$ cat config.mk
export PLATFORM = sky130hd
export DESIGN_NAME = obi_rr_arbiter
export DESIGN_NICKNAME = d
export VERILOG_FILES = /design/src/rtl/obi_rr_arbiter.sv
export SDC_FILE = /design/constraint.sdc
export NUM_CORES = 1
export LEC_CHECK = 0
export ABC_AREA = 1
export CORE_AREA = 2 2 131 133
export DETAILED_ROUTE_END_ITERATION = 16
export DIE_AREA = 0 0 133 135
export SLEW_MARGIN = 20
export SYNTH_ARGS = -nofsm -noshare
export SYNTH_HDL_FRONTEND = slang
export SYNTH_SLANG_ARGS = --single-unit
$ cat constraint.sdc
create_clock -name clk_i -period 2 [get_ports clk_i]
set_input_delay 0.4 -clock clk_i [delete_from_list [all_inputs] [get_ports clk_i]]
set_output_delay 0.4 -clock clk_i [all_outputs]
set_load 0.005 [all_outputs]
$ cat src/rtl/obi_rr_arbiter.sv
// obi_rr_arbiter: round-robin arbiter that shares one downstream OBI port
// between NUM_REQ upstream requesters with a single transaction in flight.
// The winner's request is captured at grant time, so the requester may drop
// or change its inputs right after gnt_o. The downstream request and the
// response are routed back to the captured owner only.
module obi_rr_arbiter #(
    parameter int unsigned NUM_REQ   = 2,
    parameter int unsigned OBI_ADDRW = 32,
    parameter int unsigned OBI_DATAW = 32,
    parameter int unsigned OBI_STRBW = OBI_DATAW / 8
) (
    input  logic                                 clk_i,
    input  logic                                 arst_ni,
    input  logic [NUM_REQ-1:0]                   req_i,
    input  logic [NUM_REQ-1:0][OBI_ADDRW-1:0]    addr_i,
    input  logic [NUM_REQ-1:0]                   we_i,
    input  logic [NUM_REQ-1:0][OBI_DATAW-1:0]    wdata_i,
    input  logic [NUM_REQ-1:0][OBI_STRBW-1:0]    be_i,
    output logic [NUM_REQ-1:0]                   gnt_o,
    output logic [NUM_REQ-1:0]                   rvalid_o,
    output logic [NUM_REQ-1:0][OBI_DATAW-1:0]    rdata_o,
    output logic                                 m_req_o,
    output logic [OBI_ADDRW-1:0]                 m_addr_o,
    output logic                                 m_we_o,
    output logic [OBI_DATAW-1:0]                 m_wdata_o,
    output logic [OBI_STRBW-1:0]                 m_be_o,
    input  logic                                 m_gnt_i,
    input  logic                                 m_rvalid_i,
    input  logic [OBI_DATAW-1:0]                 m_rdata_i
);

    localparam int unsigned IDXW = (NUM_REQ > 1) ? $clog2(NUM_REQ) : 1;

    typedef logic [IDXW-1:0] idx_t;

    typedef enum logic [1:0] {
        ST_IDLE = 2'd0,
        ST_ADDR = 2'd1,
        ST_RESP = 2'd2
    } state_e;

    // Index reached by stepping 'off' places up from 'base', wrapping at
    // NUM_REQ. base < NUM_REQ and off < NUM_REQ, so one subtraction suffices.
    function automatic idx_t rr_index(input idx_t base, input int unsigned off);
        int unsigned sum;
        sum = 32'(base) + off;
        if (sum >= NUM_REQ) begin
            sum = sum - NUM_REQ;
        end else begin
            sum = sum + 32'd0;
        end
        return idx_t'(sum);
    endfunction

    // Successor of an index with wrap-around; the pointer moves past the winner.
    function automatic idx_t next_idx(input idx_t cur);
        idx_t nxt;
        if (32'(cur) == (NUM_REQ - 32'd1)) begin
            nxt = '0;
        end else begin
            nxt = cur + idx_t'(1);
        end
        return nxt;
    endfunction

    state_e                                state_q, state_d;
    idx_t                                  owner_q, owner_d;
    idx_t                                  ptr_q,   ptr_d;
    logic [OBI_ADDRW-1:0]                  addr_q,  addr_d;
    logic                                  we_q,    we_d;
    logic [OBI_DATAW-1:0]                  wdata_q, wdata_d;
    logic [OBI_STRBW-1:0]                  be_q,    be_d;

    logic                                  win_found_s;
    idx_t                                  win_idx_s;
    logic [NUM_REQ-1:0]                    gnt_s;
    logic [NUM_REQ-1:0]                    rvalid_s;
    logic [NUM_REQ-1:0][OBI_DATAW-1:0]     rdata_s;
    logic                                  m_req_s;

    // Round-robin search: first active requester at or above the pointer.
    always_comb begin
        win_found_s = 1'b0;
        win_idx_s   = '0;
        for (int unsigned i = 0; i < NUM_REQ; i++) begin
            if (!win_found_s && req_i[rr_index(ptr_q, i)]) begin
                win_found_s = 1'b1;
                win_idx_s   = rr_index(ptr_q, i);
            end else begin
                win_found_s = win_found_s;
            end
        end
    end

    // Transaction FSM: next state, capture of the winner, and response routing.
    always_comb begin
        state_d  = state_q;
        owner_d  = owner_q;
        ptr_d    = ptr_q;
        addr_d   = addr_q;
        we_d     = we_q;
        wdata_d  = wdata_q;
        be_d     = be_q;
        gnt_s    = '0;
        rvalid_s = '0;
        rdata_s  = '0;
        m_req_s  = 1'b0;

        case (state_q)
            ST_IDLE: begin
                // A stray m_rvalid_i here has no owner and is dropped.
                if (win_found_s) begin
                    gnt_s[win_idx_s] = 1'b1;
                    owner_d          = win_idx_s;
                    ptr_d            = next_idx(win_idx_s);
                    addr_d           = addr_i[win_idx_s];
                    we_d             = we_i[win_idx_s];
                    wdata_d          = wdata_i[win_idx_s];
                    be_d             = be_i[win_idx_s];
                    state_d          = ST_ADDR;
                end else begin
                    state_d = ST_IDLE;
                end
            end

            ST_ADDR: begin
                m_req_s = 1'b1;
                if (m_gnt_i) begin
                    if (m_rvalid_i) begin
                        rvalid_s[owner_q] = 1'b1;
                        rdata_s[owner_q]  = m_rdata_i;
                        state_d           = ST_IDLE;
                    end else begin
                        state_d = ST_RESP;
                    end
                end else begin
                    state_d = ST_ADDR;
                end
            end

            ST_RESP: begin
                if (m_rvalid_i) begin
                    rvalid_s[owner_q] = 1'b1;
                    rdata_s[owner_q]  = m_rdata_i;
                    state_d           = ST_IDLE;
                end else begin
                    state_d = ST_RESP;
                end
            end

            default: begin
                state_d = ST_IDLE;
            end
        endcase
    end

    // State, owner, pointer and captured request fields.
    always_ff @(posedge clk_i or negedge arst_ni) begin
        if (!arst_ni) begin
            state_q <= ST_IDLE;
            owner_q <= '0;
            ptr_q   <= '0;
            addr_q  <= '0;
            we_q    <= 1'b0;
            wdata_q <= '0;
            be_q    <= '0;
        end else begin
            state_q <= state_d;
            owner_q <= owner_d;
            ptr_q   <= ptr_d;
            addr_q  <= addr_d;
            we_q    <= we_d;
            wdata_q <= wdata_d;
            be_q    <= be_d;
        end
    end

    // Grant is the same-cycle address-phase acceptance; it is forced low while
    // reset is held so every output reads zero during reset.
    assign gnt_o     = gnt_s & {NUM_REQ{arst_ni}};
    assign rvalid_o  = rvalid_s;
    assign rdata_o   = rdata_s;
    assign m_req_o   = m_req_s;
    assign m_addr_o  = addr_q;
    assign m_we_o    = we_q;
    assign m_wdata_o = wdata_q;
    assign m_be_o    = be_q;

endmodule

==> impl_table.tex, run 1 <==
\begin{tabular}{lr}
\hline
Metric & Value \\
\hline
\multicolumn{2}{l}{\textbf{Status}} \\
Outcome & finished with violations \\
Violated checks & setup timing \\
\multicolumn{2}{l}{\textbf{Job}} \\
Number of maximum-capacitance violations & 0 \\
\multicolumn{2}{l}{\textbf{Cells and area}} \\
Commonest non-fill, non-tap cell in the layout & clkdlybuf4s50\_1 \\
Relative area change from synthesis to final layout & 94.9\% \\
Register area & 1830 µm² \\
Area used by multi-input combinational logic & 2140 µm² \\
Count of placed standard cells in the final layout, fillers left out & 1137 \\
Count of nets after finishing & 1093 \\
Highest-count cells in the layout ignoring fill and taps & clkdlybuf4s50\_1, nand3\_1, nand2\_1 \\
Final Cell Area & 8200 µm² \\
Fraction of final layout cells with drive strength greater than 1 & 21.0\% \\
\# fillers & 1595 \\
\# diodes & 0 \\
\multicolumn{2}{l}{\textbf{Floorplanning}} \\
Area of the core & 16400 µm² \\
Placement row count & 47 \\
Die outline area & 18000 µm² \\
Floorplan die height & roughly 140 µm \\
Number of top-level design ports & 314 \\
DIE WIDTH & 133 µm \\
Effective utilization at floorplan & about a quarter \\
\multicolumn{2}{l}{\textbf{Clocking}} \\
Sinks on the clock net & 73 \\
Clock buffer depth & 2 \\
Hold buffer count at CTS & 0 \\
Number of buffers added by the clock tree synthesis step & 9 \\
Number of H-tree levels & 3 \\
Clk root buf & clkbuf\_16 \\
Clock insertion delay at the later pin of the skew report & about 0.33 ns \\
CTS tree & yes \\
Clock-pin transition on the worst setup and hold timing paths & 0.06 ns \\
\multicolumn{2}{l}{\textbf{GRT}} \\
Vias in the first global route & 4898 \\
Total global-route track usage & 19.6\% \\
Antenna violations before repair & 1 \\
Overflow left after global routing & 0 \\
Largest net degree at the start of global routing & 74 \\
First-pass GRT wire length & 27700 µm \\
\multicolumn{2}{l}{\textbf{Placed design}} \\
Setup Slack @ Placement & -0.455 ns \\
Detailed placement HPWL & 12500 µm \\
GP Congestion & 0.750 \\
Placed cell count & 1103 \\
Number of buffers inserted by port buffering & 313 \\
Placement-stage cell area & between 7000 and 8000 µm² \\
\multicolumn{2}{l}{\textbf{Timing}} \\
Setup violations, final & 67 \\
Worst setup skew after layout & 0.00723 ns \\
Slew at the pin closest to its max-slew limit & around 0.96 ns \\
Number of failing hold endpoints at the final stage & 0 \\
Setup repair after global routing missed its margin & true \\
Period Utilization, post-route & 110\% \\
Max Transition Viols Final & 0 \\
Setup ws final & -0.201 ns \\
FMAX & approximately 450 MHz \\
Worst slew margin relative to its limit & 36.0\% \\
Setup TNS & -10.37 ns \\
Final Critical Period & 2.20 ns \\
\multicolumn{2}{l}{\textbf{Power}} \\
Leakage power figure & 4.01 nW \\
Net switching fraction of the power & 36.9\% \\
Clock network fraction of design power & around 18\% \\
Logic pwr share & 53.3\% \\
Sequential group share of total power & about 29\% \\
Sw Pwr & 3.36 mW \\
IR drop worst, VDD & 437 µV \\
Power per cell area & 1110 nW/µm² \\
Internal portion of total power & 5.76 mW \\
\multicolumn{2}{l}{\textbf{Setup path}} \\
CP Cell Sequence & inv\_2, ha\_4, nand2\_2, nand2\_2, nand4\_1, buf\_6, clkbuf\_16, nor2\_1, buf\_2 \\
Biggest cell delay along the critical path & just under 0.4 ns \\
Startpoint type of the worst setup path & flip-flop \\
Worst setup path class & flip-flop to output port \\
Critical R2R Launch & state\_q[1] \\
CP Max Fanout & 8 \\
Cell class contributing the biggest share of worst-path delay & buffers and inverters \\
Cells on worst reg2reg path & 16 \\
Critical path capture point type & output port \\
Buffer and inverter count on the worst path & 4 \\
Worst r2r dst & state\_q[1] \\
Most repeated library cell on the critical path & nand2\_2 \\
Worst reg-to-reg setup slack & -0.17 ns \\
Crit path arrival time & 1.80 ns \\
Required time of the worst setup path & 1.60 ns \\
Critical-path top delay cell & dfrtp\_1 \\
\multicolumn{2}{l}{\textbf{Logic synthesis}} \\
Synthesized net count & 776 \\
Post-Synthesis Cells & about 600 \\
Share of the synthesized area in the top cell type & between 40\% and 50\% \\
Unique cell type count in the Yosys netlist & 18 \\
Cells taking the most area after synthesis & dfrtp\_1, nand3\_1, nand2\_1 \\
Count of yosys warnings during synthesis & 0 \\
Netlist area before placement & 4210 µm² \\
Synth area leader & dfrtp\_1 \\
Number of synthesized register bits & 73 \\
Syn\_area\_per\_cell & roughly 7.1 µm² \\
Part of the Yosys area used for sequential elements & between 40\% and 50\% \\
\multicolumn{2}{l}{\textbf{Min path}} \\
Classification of the worst-slack hold path & input pin to async pin \\
\multicolumn{2}{l}{\textbf{Drt}} \\
DR DRC count & 0 \\
Antenna Nets Post-Route & 0 \\
Vias/cell & around 4.5 \\
Drt wl/cell & roughly 16 µm \\
Detailed Route WL & 18600 µm \\
DRC marker count from the first detailed-route iteration & 296 \\
Overall via count from detail\_route & 5147 \\
Drt first pass iters & 4 \\
\hline
\end{tabular}
[per-layer routing]
metal  wire length, µm  vias up  track usage, %
li1                  -     2549               -
met1              8100     2375            26.0
met2              8780      204            31.6
met3              1470       19            5.44
met4               218        0            4.84
met5                 0        -               0
[worst max-delay path by stage]
stage          startpoint          end  cells after the start
6_report       state_q[1]  rdata_o[63]                      9
2_1_floorplan  state_q[1]  rdata_o[21]                      7
3_5_place_dp      m_gnt_i  rdata_o[36]                      7
3_3_place_gp      m_gnt_i  rdata_o[31]                      7
4_1_cts        state_q[1]  rdata_o[50]                      9
5_1_grt        state_q[1]  rdata_o[24]                      9
[logic make-up after synthesis]
logic type,after synthesis,synth area share (%)
AO/OA/AOI/OAI,5,0.952
buffers and inverters,138,13.8
flip-flops,73,43.4
AND/OR/NAND/NOR,376,40.6
adder cells (fa/ha/maj),4,1.19
[worst register-to-register path: cells and delay by family (launching register included)]
kind          cells  cell delay (ns)
buf+inv          13             1.44
simple gates      2             0.10
flops             1             0.39
fa+ha+maj         1             0.15
[final cells by class]
cell class,instances,area share [%]
Multi-Input combinational cell,385,26.1
Clock buffer,11,2.96
Sequential cell,73,22.3
Clock inverter,4,0.656
Inverter,90,4.18
Tap cell,220,3.36
Timing Repair Buffer,354,40.4
[registers in the layout, indices dropped and copies added, names as in the netlist]
register / count
m_we_o: 1
m_be_o: 4
m_addr_o: 32
m_wdata_o: 32
state_q: 2
owner_q: 1
ptr_q: 1
[synth_stat cells]
library cell / number
nand3_1: 139
nand2_1: 121
inv_1: 89
dfrtp_1: 73
nor2_1: 67
nand4_1: 48
buf_2: 20
clkbuf_1: 17
buf_1: 4
buf_4: 4
ha_1: 4
buf_6: 3
o21ai_0: 2
a21oi_1: 1
a21oi_2: 1
inv_2: 1
nand2_2: 1
o21ai_4: 1
[timing repair]
action	CTS	global route
setup endpoints to repair	69	68
cloned	2	5
resized for setup	231	147
pin swaps	1	3
buffers inserted	12	0
[per-stage QoR]
stage / power, mW / hold slack, ns / utilization (%)
6_report: 9.12 / 0.324 / 50.0
5_1_grt: 9.77 / 0.414 / 50.0
4_1_cts: 9.04 / 0.374 / 49.0
3_5_place_dp: 7.23 / 0.465 / 46.3
3_3_place_gp: 7.21 / 0.463 / 46.3
2_1_floorplan: 4.52 / 0.104 / -
[power by group through the flow]
stage | Sequential (mW) | Clock [mW] | Combinational, mW
after global routing | 2.71 | 1.74 | 5.33
after CTS | 2.61 | 1.68 | 4.74
final | 2.62 | 1.64 | 4.86
after detailed placement | 2.60 | 0 | 4.62
after global placement | 2.59 | 0 | 4.62
after floorplan | 2.65 | 0 | 1.88
Note: power is estimated with default switching activity, not from simulation.
==> run 2, diff against run 1 <==
Settings changed: CORE_AREA 2 2 131 133 to 5 5 119 121, DIE_AREA 0 0 133 135 to 0 0 124 126, PLACE_DENSITY set to 0.78, REMOVE_ABC_BUFFERS set to 1.
==> run 2 against run 1 <==
- the flow still finishes with violations (setup timing)
- combinational power barely moved
- register-to-register slack improved by 0.69 ns
- wire length is 4.3% higher
- clock skew increased by 0.0018 ns
- non-clock buffer count is 7 lower
- cell count decreased by 4.4%
- sequential cell count did not move
- setup slack got worse by 0.033 ns
- fmax is 1.5% lower
==> impl_table.tex, run 2 (same netlist as run 1, synthesis figures left out) <==
\begin{tabular}{lr}
\hline
Metric & Value \\
\hline
\multicolumn{2}{l}{\textbf{Status}} \\
Outcome & finished with violations \\
Violated checks & setup timing \\
\multicolumn{2}{l}{\textbf{Power}} \\
Net switching fraction of the power & 37.5\% (+0.69 points) \\
Clock network fraction of design power & 16.9\% (-1.1 points) \\
Logic pwr share & 54.1\% (+0.8 points) \\
Power consumption & 8.98 mW (-1.5\%) \\
Sequential group share of total power & 29.1\% (+0.4 points) \\
Internal portion of total power & 5.61 mW (-2.6\%) \\
Power per cell area & 1100 nW/µm² (-1.1\%) \\
IR drop worst, VDD & 689 µV (+58\%) \\
Sw Pwr & 3.37 mW (+0.35\%) \\
Leakage power figure & 3.99 nW (-0.60\%) \\
\multicolumn{2}{l}{\textbf{Cells and area}} \\
Count of nets after finishing & 1086 (-0.64\%) \\
Fraction of final layout cells with drive strength greater than 1 & 19.8\% (-1.3 points) \\
\# diodes & 0 (unchanged) \\
Commonest non-fill, non-tap cell in the layout & clkdlybuf4s50\_1 \\
Relative area change from synthesis to final layout & 94.3\% \\
Highest-count cells in the layout ignoring fill and taps & clkdlybuf4s50\_1, nand3\_1, nand2\_1 \\
\# fillers & 1118 (-30\%) \\
\multicolumn{2}{l}{\textbf{Timing}} \\
Period Utilization, post-route & 112\% (+1.6 points) \\
Number of failing hold endpoints at the final stage & 0 (unchanged) \\
FMAX & 448 MHz (-1.5\%) \\
Setup violations, final & 66 (-1.5\%) \\
Slew at the pin closest to its max-slew limit & 0.611 ns (-0.350 ns) \\
Worst slew margin relative to its limit & 59.3\% (+23 points) \\
Worst setup skew after layout & 0.00904 ns (+0.00182 ns) \\
Final Critical Period & 2.23 ns (+0.0329 ns) \\
Max Transition Viols Final & 0 (unchanged) \\
Setup repair after global routing missed its margin & true \\
Setup ws final & -0.234 ns (-0.0329 ns) \\
\multicolumn{2}{l}{\textbf{Drt}} \\
Detailed Route WL & 19400 µm (+4.3\%) \\
Vias/cell & 4.89 (+8.0\%) \\
Drt first pass iters & 4 (unchanged) \\
DRC marker count from the first detailed-route iteration & 286 (-3.4\%) \\
Antenna Nets Post-Route & 0 (unchanged) \\
Drt wl/cell & 17.8 µm (+9.1\%) \\
Overall via count from detail\_route & 5313 (+3.2\%) \\
DR DRC count & 0 (unchanged) \\
\multicolumn{2}{l}{\textbf{Placed design}} \\
Setup Slack @ Placement & -0.467 ns (-0.0122 ns) \\
GP Congestion & 0.828 (+10\%) \\
Detailed placement HPWL & 13800 µm (+10\%) \\
Number of buffers inserted by port buffering & 313 (unchanged) \\
\multicolumn{2}{l}{\textbf{Setup path}} \\
CP Max Fanout & 7 (-1) \\
Worst reg-to-reg setup slack & 0.52 ns (+0.69 ns) \\
Required time of the worst setup path & 1.60 ns (about the same) \\
Worst setup path class & flip-flop to output port \\
Critical path capture point type & output port \\
Startpoint type of the worst setup path & flip-flop \\
Crit path arrival time & 1.83 ns (+0.03 ns) \\
\multicolumn{2}{l}{\textbf{GRT}} \\
Total global-route track usage & 23.3\% (+3.8 points) \\
Overflow left after global routing & 0 (unchanged) \\
Largest net degree at the start of global routing & 93 (+26\%) \\
Vias in the first global route & 5107 (+4.3\%) \\
First-pass GRT wire length & 28400 µm (+2.2\%) \\
Antenna violations before repair & 0 (-1) \\
\multicolumn{2}{l}{\textbf{Clocking}} \\
Number of H-tree levels & 3 (unchanged) \\
Clock insertion delay at the later pin of the skew report & 0.33 ns (about the same) \\
Hold buffer count at CTS & 0 (unchanged) \\
Clock buffer depth & 2 (unchanged) \\
Clk root buf & clkbuf\_16 \\
CTS tree & yes \\
Sinks on the clock net & 73 (unchanged) \\
Number of buffers added by the clock tree synthesis step & 9 (unchanged) \\
Clock-pin transition on the worst setup and hold timing paths & 0.06 ns (about the same) \\
\multicolumn{2}{l}{\textbf{Floorplanning}} \\
Placement row count & 42 (-11\%) \\
Floorplan die height & 126 µm (-6.7\%) \\
DIE WIDTH & 124 µm (-6.8\%) \\
Die outline area & 15600 µm² (-13\%) \\
Effective utilization at floorplan & 32.4\% (+6.8 points) \\
Area of the core & 13000 µm² (-21\%) \\
Number of top-level design ports & 314 (unchanged) \\
\multicolumn{2}{l}{\textbf{Min path}} \\
Classification of the worst-slack hold path & input pin to async pin \\
\multicolumn{2}{l}{\textbf{Job}} \\
Number of maximum-capacitance violations & 0 (unchanged) \\
\hline
\end{tabular}
==> run 2: changes by cell type in the layout (fill, tap and decap cells not counted), sizes merged <==
cell / change
clkbuf: -4
buf: -3
inv: +2
bufinv: -1
clkdlybuf4s15: -1
clkdlybuf4s50: +1
==> run 2: power groups by stage <==
stage | logic, mW | registers [mW] | clock network (mW)
2_1_floorplan | 1.67 | 2.65 | 0
3_3_place_gp | 4.49 | 2.59 | 0
3_5_place_dp | 4.57 | 2.62 | 0
4_1_cts | 4.79 | 2.61 | 1.56
5_1_grt | 5.30 | 2.70 | 1.63
6_report | 4.86 | 2.61 | 1.52
==> run 2: final cells by class <==
type | count | area (µm²) | share of cell area, %
clock buffer | 11 | 243 | 2.97
clock inverter | 5 | 37.5 | 0.459
inverter | 90 | 340 | 4.17
multi-input combinational | 385 | 2140 | 26.2
sequential | 73 | 1830 | 22.4
tap | 176 | 220 | 2.70
timing repair buffer | 347 | 3360 | 41.1
==> run 2: routing by layer <==
metal  part of all wire (%)  vias to the layer above  routed length [µm]  track usage (%)
li1                       -                     2531                   -                -
met1                     35                     2465                6700             25.0
met3                    9.8                       49                1900             6.73
met5                      0                        -                   0                0
met2                     51                      268                9870             41.8
met4                    4.6                        0                 882             10.6
==> run 2: stage by stage <==
| stage | hold slack [ns] | cells | utilization [%] | cell area, µm² | TNS, ns |
|---|---|---|---|---|---|
| after floorplan | 0.104 | 548 | - | 3960 | -124.21 |
| after global placement | 0.462 | 1056 | 58.0 | 7520 | -23.54 |
| after detailed placement | 0.465 | 1056 | 58.0 | 7520 | -24.52 |
| after CTS | 0.132 | 1087 | 61.0 | 7920 | -10.45 |
| after global routing | 0.147 | 1087 | 62.9 | 8170 | -15.80 |
| final | 0.109 | 1087 | 62.9 | 8170 | -9.94 |
==> run 2: critical path, cell delays in order (launching register included) <==
cell and delay, ns:
dfrtp_1 0.40, buf_6 0.12, ha_4 0.13, nand2_2 0.06, nand2_2 0.07, nand4_1 0.09
buf_6 0.16, buf_6 0.13, buf_12 0.14, nor2_4 0.10, buf_2 0.12
==> run 2: timing repair <==
item	4_1_cts	5_1_grt
setup buffers	9	1
setup endpoints to repair	68	67
pin swaps	4	7
gates cloned	6	0
resized for setup	328	68
==> run 2: path summary, 6_finish.rpt <==
check / from / endpoint / depth (start not counted)
max: state_q[0] / rdata_o[10] / 10
max reg2reg: state_q[0] / m_wdata_o[15] / 6
min reg2reg: m_wdata_o[27] / m_wdata_o[27] / 2
min: arst_ni / m_addr_o[13] / 2
max in group asynchronous: arst_ni / m_wdata_o[19] / 3
min in group clk_i: req_i[1] / owner_q / 3
==> run 3, diff against run 2 <==
Clock period 2 ns to 2.3 ns, I/O delays scaled along.
==> run 3 against run 2 <==
- die area stayed put
- sequential cell count did not move
- critical path depth is 2 lower
- wire length shrank 7.6%
- utilization shrank 3.6 points
- clock-buffer cell count did not move
- largest cell class unchanged
- combinational power fell by 19%
- first-iteration DRC count rose by 23%
- cell count is 0.92% lower
- global-route usage shrank 1.8 points
- via count shrank 3.1%
- the flow now finishes without violations
- critical path type unchanged
- sequential power decreased by 13%
==> impl_table.tex, run 3 (same netlist as run 1, synthesis figures left out) <==
\begin{tabular}{lr}
\hline
Metric & Value \\
\hline
\multicolumn{2}{l}{\textbf{Power}} \\
Power per cell area & 978 nW/µm² (-11\%) \\
IR drop worst, VDD & 563 µV (-18\%) \\
Leakage power figure & 3.84 nW (-3.7\%) \\
\multicolumn{2}{l}{\textbf{Clocking}} \\
Number of buffers added by the clock tree synthesis step & 9 (unchanged) \\
Clock insertion delay at the later pin of the skew report & 0.34 ns (about the same) \\
Hold buffer count at CTS & 0 (unchanged) \\
Clock-pin transition on the worst setup and hold timing paths & 0.06 ns (about the same) \\
Clock buffer depth & 2 (unchanged) \\
Clk root buf & clkbuf\_16 \\
Sinks on the clock net & 73 (unchanged) \\
Number of H-tree levels & 3 (unchanged) \\
CTS tree & yes \\
\multicolumn{2}{l}{\textbf{Setup path}} \\
Required time of the worst setup path & 1.84 ns (+0.24 ns) \\
Buffer and inverter count on the worst path & 4 (-1) \\
Worst setup path startpoint & state\_q[1] \\
Startpoint type of the worst setup path & flip-flop \\
CP Max Fanout & 33 (+26) \\
Crit path arrival time & 1.82 ns (about the same) \\
Cell class contributing the biggest share of worst-path delay & buffers and inverters \\
Biggest cell delay along the critical path & 0.40 ns (about the same) \\
CP Cell Sequence & buf\_4, ha\_1, inv\_1, nand2\_2, nand4\_1, buf\_12, nor2\_1, dlygate4sd2\_1 \\
Critical-path top delay cell & dfrtp\_1 \\
Critical path capture point type & output port \\
Critical R2R Launch & state\_q[1] \\
Worst setup path class & flip-flop to output port \\
\multicolumn{2}{l}{\textbf{Drt}} \\
Antenna Nets Post-Route & 0 (unchanged) \\
Drt first pass iters & 4 (unchanged) \\
Overall via count from detail\_route & 5147 (-3.1\%) \\
DRC marker count from the first detailed-route iteration & 352 (+23\%) \\
DR DRC count & 0 (unchanged) \\
Detailed Route WL & 17900 µm (-7.6\%) \\
Vias/cell & 4.78 (-2.2\%) \\
Drt wl/cell & 16.6 µm (-6.7\%) \\
\multicolumn{2}{l}{\textbf{Cells and area}} \\
Relative area change from synthesis to final layout & 83.1\% \\
Register area & 1830 µm² (unchanged) \\
Fraction of final layout cells with drive strength greater than 1 & 11.1\% (-8.7 points) \\
Highest-count cells in the layout ignoring fill and taps & clkdlybuf4s50\_1, nand3\_1, nand2\_1 \\
Area used by multi-input combinational logic & 1850 µm² (-14\%) \\
Final Cell Area & 7700 µm² (-5.7\%) \\
Commonest non-fill, non-tap cell in the layout & clkdlybuf4s50\_1 \\
\# diodes & 0 (unchanged) \\
Count of placed standard cells in the final layout, fillers left out & 1077 (-0.92\%) \\
Count of nets after finishing & 1076 (-0.92\%) \\
\# fillers & 1218 (+8.9\%) \\
\multicolumn{2}{l}{\textbf{Timing}} \\
Worst setup skew after layout & 0.0114 ns (+0.00238 ns) \\
Max Transition Viols Final & 0 (unchanged) \\
FMAX & around 440 MHz \\
Min Hold Slack & 0.364 ns (+0.254 ns) \\
Period Utilization, post-route & 99.2\% \\
Setup violations, final & 0 (-100\%) \\
Number of failing hold endpoints at the final stage & 0 (unchanged) \\
Worst slew margin relative to its limit & 35.7\% (-24 points) \\
Setup repair after global routing missed its margin & true \\
Slew at the pin closest to its max-slew limit & 0.965 ns (+0.354 ns) \\
Final Critical Period & 2.28 ns \\
\multicolumn{2}{l}{\textbf{Floorplanning}} \\
Die outline area & 15600 µm² (unchanged) \\
DIE WIDTH & 124 µm (unchanged) \\
Number of top-level design ports & 314 (unchanged) \\
Floorplan die height & 126 µm (unchanged) \\
Area of the core & 13000 µm² (unchanged) \\
Placement row count & 42 (unchanged) \\
Effective utilization at floorplan & 32.4\% (unchanged) \\
\multicolumn{2}{l}{\textbf{Placed design}} \\
Number of buffers inserted by port buffering & 313 (unchanged) \\
Placement-stage cell area & 7490 µm² (-0.47\%) \\
GP Congestion & 0.839 (+1.3\%) \\
Detailed placement HPWL & 13100 µm (-5.1\%) \\
Placed cell count & 1053 (-0.28\%) \\
\multicolumn{2}{l}{\textbf{GRT}} \\
Total global-route track usage & 21.5\% (-1.8 points) \\
Overflow left after global routing & 0 (unchanged) \\
First-pass GRT wire length & 26200 µm (-7.6\%) \\
Antenna violations before repair & 0 (unchanged) \\
Largest net degree at the start of global routing & 94 (+1.1\%) \\
Vias in the first global route & 4724 (-7.5\%) \\
\multicolumn{2}{l}{\textbf{Status}} \\
Outcome & complete, no violations \\
\multicolumn{2}{l}{\textbf{Job}} \\
Number of maximum-capacitance violations & 0 (unchanged) \\
\multicolumn{2}{l}{\textbf{Min path}} \\
Classification of the worst-slack hold path & input pin to async pin \\
\hline
\end{tabular}
==> run 3: repair_timing <==
item / in CTS / in global routing
endpoints found under the setup margin: 67 / 66
gates resized for setup: 99 / 103
cloned: 2 / 1
setup buffers: 2 / 3
==> run 3: metrics by stage <==
step	setup slack (ns)	power (mW)	util (%)	setup TNS (ns)
final	0.0174	7.53	59.3	0
after global routing	-0.0616	8.08	59.3	-0.328
after CTS	-0.00305	7.54	59.8	-0.00305
after detailed placement	-0.297	6.18	57.7	-12.72
after global placement	-0.283	6.12	57.7	-11.30
after floorplan	-1.47	3.75	-	-90.94
==> run 3: final timing paths <==
kind / endpoint / slack, ns / cells after the start
max: rdata_o[55] / 0.02 / 8
min: m_wdata_o[5] / 0.36 / 2
max reg2reg: m_addr_o[0] / 0.40 / 7
min reg2reg: m_wdata_o[13] / 0.48 / 2
max in group asynchronous: m_addr_o[0] / 1.27 / 2
min in group clk_i: m_wdata_o[13] / 0.48 / 2
==> run 3: final cells by class <==
| class | instances | share of cell area (%) |
|---|---|---|
| clock buffers | 11 | 3.15 |
| clock inverters | 5 | 0.487 |
| inverters | 90 | 4.39 |
| multi-input cells | 385 | 24.1 |
| flip-flops and latches | 73 | 23.7 |
| well taps | 176 | 2.86 |
| repair buffers | 337 | 41.3 |
==> run 3: routing by layer <==
metal | up-vias | GRT usage [%] | wire, µm
met1 | 2352 | 24.1 | 6450
met5 | - | 0 | 0
met2 | 247 | 37.5 | 9050
li1 | 2505 | - | -
met3 | 43 | 5.56 | 1690
met4 | 0 | 10.4 | 698
==> run 3: where the power goes <==
| part | internal, mW | leakage (nW) | switching [mW] |
|---|---|---|---|
| Clock | 0.766 | 0.133 | 0.562 |
| Sequential | 1.92 | 0.896 | 0.353 |
| Combinational | 2.05 | 2.81 | 1.88 |
| Total | 4.73 | 3.84 | 2.80 |
